File: src/rtl/operand_sequencer.sv
// operand_sequencer: front end for the registered adder stage.
// Syncs and debounces the Enter key, then steps a small FSM through
// A capture, B capture and a one-cycle Load strobe toward the adder.
module operand_sequencer #(
  parameter int WIDTH           = 8,
  parameter int DEBOUNCE_CYCLES = 500000
) (
  input  logic             CLOCK_50,
  input  logic             Reset,
  input  logic [WIDTH-1:0] SW,
  input  logic             Enter_n,
  output logic [WIDTH-1:0] A,
  output logic [WIDTH-1:0] B,
  output logic             Load,
  output logic [1:0]       Phase
);

  localparam int CW = (DEBOUNCE_CYCLES < 2) ? 1 : $clog2(DEBOUNCE_CYCLES);

  typedef enum logic [1:0] {
    GET_A = 2'b00,
    GET_B = 2'b01,
    ISSUE = 2'b10,
    SHOW  = 2'b11
  } state_t;

  logic          sync0_q, sync1_q;
  logic          lvl_q, lvl_d;
  logic          lvl_dly_q;
  logic [CW-1:0] cnt_q, cnt_d;
  logic          press_q, press_d;

  state_t          state_q, state_d;
  logic [WIDTH-1:0] a_q, a_d, b_q, b_d;
  logic            load_q, load_d;

  // Debounce: count cycles of disagreement; any agreement restarts the count.
  // The level flips on the edge the count would reach DEBOUNCE_CYCLES.
  always_comb begin
    lvl_d = lvl_q;
    cnt_d = '0;
    if (sync1_q != lvl_q) begin
      if (cnt_q == CW'(DEBOUNCE_CYCLES - 1)) lvl_d = ~lvl_q;
      else                                   cnt_d = cnt_q + CW'(1);
    end
    // Press fires one cycle after the level has fallen; releases are silent.
    press_d = lvl_dly_q & ~lvl_q;
  end

  // Synchronizer, debouncer and press-pulse registers.
  always_ff @(posedge CLOCK_50) begin
    if (Reset) begin
      sync0_q   <= 1'b1;
      sync1_q   <= 1'b1;
      lvl_q     <= 1'b1;
      lvl_dly_q <= 1'b1;
      cnt_q     <= '0;
      press_q   <= 1'b0;
    end else begin
      sync0_q   <= Enter_n;
      sync1_q   <= sync0_q;
      lvl_q     <= lvl_d;
      lvl_dly_q <= lvl_q;
      cnt_q     <= cnt_d;
      press_q   <= press_d;
    end
  end

  // Next-state and operand capture; a press seen in ISSUE is dropped.
  always_comb begin
    state_d = state_q;
    a_d     = a_q;
    b_d     = b_q;
    unique case (state_q)
      GET_A: if (press_q) begin a_d = SW; state_d = GET_B; end
      GET_B: if (press_q) begin b_d = SW; state_d = ISSUE; end
      ISSUE: state_d = SHOW;
      SHOW:  if (press_q) begin a_d = SW; state_d = GET_B; end
      default: state_d = GET_A;
    endcase
    // Load is registered alongside the state so it is high exactly in ISSUE.
    load_d = (state_d == ISSUE);
  end

  // Sequencer state and registered outputs.
  always_ff @(posedge CLOCK_50) begin
    if (Reset) begin
      state_q <= GET_A;
      a_q     <= '0;
      b_q     <= '0;
      load_q  <= 1'b0;
    end else begin
      state_q <= state_d;
      a_q     <= a_d;
      b_q     <= b_d;
      load_q  <= load_d;
    end
  end

  assign A     = a_q;
  assign B     = b_q;
  assign Load  = load_q;
  assign Phase = state_q;

endmodule

File: config.mk
export PLATFORM = sky130hd
export DESIGN_NAME = operand_sequencer
export DESIGN_NICKNAME = d
export VERILOG_FILES = /design/src/rtl/operand_sequencer.sv
export SDC_FILE = /design/constraint.sdc
export NUM_CORES = 1
export LEC_CHECK = 0
export CORE_MARGIN = 2
export CORE_UTILIZATION = 45
export DETAILED_ROUTE_END_ITERATION = 10
export GPL_TIMING_DRIVEN = 0
export MAX_ROUTING_LAYER = met4
export PLACE_DENSITY = 0.69
export SLEW_MARGIN = 20
export SYNTH_ARGS = -nofsm -noshare
export SYNTH_HDL_FRONTEND = slang
export SYNTH_SLANG_ARGS = --single-unit
File: constraint.sdc
create_clock -name CLOCK_50 -period 2 [get_ports CLOCK_50]
set_input_delay 0.5 -clock CLOCK_50 [delete_from_list [all_inputs] [get_ports CLOCK_50]]
set_output_delay 0.5 -clock CLOCK_50 [all_outputs]
set_load 0.05 [all_outputs]
==> results of run 1 <==
[per-layer routing]
| metal | global-route usage, % | vias to the layer above | part of all wire, % |
|---|---|---|---|
| li1 | - | 778 | - |
| met1 | 21.1 | 655 | 47 |
| met2 | 28.7 | 37 | 45 |
| met3 | 6.50 | 10 | 5.5 |
| met4 | 7.91 | 0 | 2.7 |
| met5 | - | - | 0 |
[final cells by class]
type	count	area (µm²)	share of cell area, %
multi-input cells	147	865	37.7
flip-flops and latches	43	861	37.5
repair buffers	29	290	12.6
clock buffers	6	72.6	3.16
plain buffers	11	68.8	3.00
well taps	50	62.6	2.73
clock inverters	2	60.1	2.62
inverters	4	15.0	0.654
[worst paths after layout]
check	depth (start not counted)	startpoint	to	slack, ns
setup / recovery	1	A[1]	A[1]	0.05
hold / removal	1	sync0_q	sync1_q	0.40
setup reg to reg	7	cnt_q[0]	cnt_q[13]	0.18
hold reg to reg	1	sync0_q	sync1_q	0.40
[power groups by stage]
stage / Clock [W] / Sequential, W / Combinational, W
after floorplan: 0 / 0.000914 / 0.0000502
after global placement: 0 / 0.000891 / 0.000122
after detailed placement: 0 / 0.000892 / 0.000123
after CTS: 0.000801 / 0.000871 / 0.000120
after global routing: 0.000841 / 0.000873 / 0.000130
final: 0.000783 / 0.000872 / 0.000119
[sequential cells by signal, indices dropped and copies added (netlist names)]
name	flops
A	8
sync0_q	1
Phase	2
cnt_q	19
Load	1
lvl_q	1
sync1_q	1
press_q	1
B	8
lvl_dly_q	1
[layout by cell type (no fill, tap or decap), types with 2 or more instances in the layout]
master	Yosys	routed
clkdlybuf4s50_1	0	26
a21oi_1	17	17
clkbuf_8	0	5
or2_2	2	2
nor4b_1	2	2
xnor2_1	4	4
o21ai_0	4	4
xor2_1	12	12
inv_1	4	4
dlygate4sd2_1	0	2
nand3_1	26	26
buf_6	3	3
nor2_1	24	24
clkbuf_1	5	6
and3_1	2	2
nand4_1	10	10
nand2_1	20	20
bufinv_16	0	2
or3_1	2	2
dfxtp_1	43	43
and2_1	3	3
ha_1	4	4
and4_1	4	4
[kinds of logic after synthesis]
group	synth area share, %
AND/OR/NAND/NOR	28.7
buffers and inverters	4.63
adder cells (fa/ha/maj)	2.77
XOR/XNOR	7.75
multiplexers	0.553
AO/OA/AOI/OAI	8.02
flip-flops	47.6
[timing repair]
action / in CTS / in global routing
hold buffers: 0 / 0
gates resized for setup: 2 / 1
setup endpoints to repair: 2 / 1
[per-stage QoR]
| stage | hold slack [ns] | total power, W |
|---|---|---|
| after detailed placement | 0.393 | 0.00101 |
| after floorplan | 0.389 | 0.000964 |
| final | 0.398 | 0.00177 |
| after global placement | 0.394 | 0.00101 |
| after global routing | 0.421 | 0.00184 |
| after CTS | 0.406 | 0.00179 |
==> results.cfg, run 1 <==
[layout]
fillerInstances = 382
antenna-diode-count = 0
area_delta_synth_final_pct = 26.8
drive_gt1_share_pct = 7.44
fin_util_pct = 58.2
fin_cells = 292
fin_area_um2 = 2290
fin_nets = 256

[routing]
routed_via_density = 5.07
drt_pass1_iterations = 4
avgRoutedWirePerCell_um = 12.3
ant_nets = 0
initialDrtViolationCount = 86
vias = 1480
drc = 0
wirelength_um = 3600

[global_routing]
grt_pass1_wl_um = 5980
grt_max_degree = 14
antenna_found_initial = 0
grt_overflow = 0
grt_usage_pct = 18.3
grt_pass1_vias = 1341

[timing]
fin_crit_sh_pct = 97.6
slew_violations = 0
relSlewSlack_pct = 65.6
fmax_mhz = 512
setup_ws_ns = 0.0477
period_minus_slack_ns = 1.95
setup_viol = 0
fin_tns_setup_ns = 0
rsz0062_at_grt = no
hold_viol = 0
skew_ns = 0.0106
tightestPinTransition_ns = 0.514

[die]
initial_core_util_pct = 45.9
die_y_um = 67.4
num_rows = 23
die_area_um2 = 4540
core_um2 = 3940
die_w_um = 67.4
ioPinCount = 30

[critical_path]
cp-end-kind = output port
cpLargestDelayFamily = buffers and inverters
required_ns = 1.50
cp.arrival_ns = 1.45
cp-start-kind = flip-flop
critical_path.max_stage_delay_ns = 0.81
timing.critical_path.buf_inv = 1
path_cells = clkdlybuf4s50_1
crit_fanout = 2
worstSetupPathType = flip-flop to output port
cp_slowest_cell = clkdlybuf4s50_1

[logic_synthesis]
synthArstFlopShare_pct = 0
synthTopCellsByCount = dfxtp_1 (43), nand3_1 (26), nor2_1 (24)
yosysTopAreaCell = dfxtp_1
ys_warn_count = 0
synth-edff-count = 0
synth_top_area_share_pct = 47.6
synthTopCellsByArea = dfxtp_1 (48%), nand3_1 (7.2%), xor2_1 (5.8%), nor2_1 (5.0%), a21oi_1 (4.7%)
yosysSeqAreaShare_pct = 47.6
synthFlopType = dfxtp_1
netlist_instances = 205
ys_types = 33
synth_most_common_cell = dfxtp_1
synth_nets = 220
synth.avg_cell_area_um2 = 8.83
syn_area_um2 = 1810
ys_ff_latch = 43

[clocking]
cts_setup_buffers = 0
cts_buffer_depth = 2
numCtsBuffers = 5
clkSinkCount = 43
cts_tree = done
path_clk_slew_ns = 0.08
insertion_delay_ns = 0.30
root_buffer = clkbuf_8
h-tree-depth = 2

[power]
leakagePower_nw = 0.788
seq_power_share_pct = 49.2
swShare_pct = 20.6
combPwrFrac_pct = 6.7
p_clk_share_pct = 44.2
ir_worst_vdd_v = 0.000592
switching_power_w = 0.000364
power_density_nw_per_um2 = 773
p_int_w = 0.00141

[run_status]
status = finished clean

[placed_design]
dp_hpwl_um = 2590
dp.cells = 284
dp_slack_ns = 0.160
gp_congestion = 0.848
postPlaceCellArea_um2 = 2160
port_buffers = 29

[flow_run]
max_cap_violations = 0

[min_path]
holdCritPathClass = flip-flop to flip-flop
Note: power is estimated with default switching activity, not from simulation.
==> run 2: changes to the inputs <==
--- a/config.mk
+++ b/config.mk
@@ -15,3 +15,4 @@
 export SYNTH_ARGS = -nofsm -noshare
 export SYNTH_HDL_FRONTEND = slang
 export SYNTH_SLANG_ARGS = --single-unit
+export TNS_END_PERCENT = 5
==> results of run 2 <==
Final layout, timing and power as in run 1 (identical DEF).
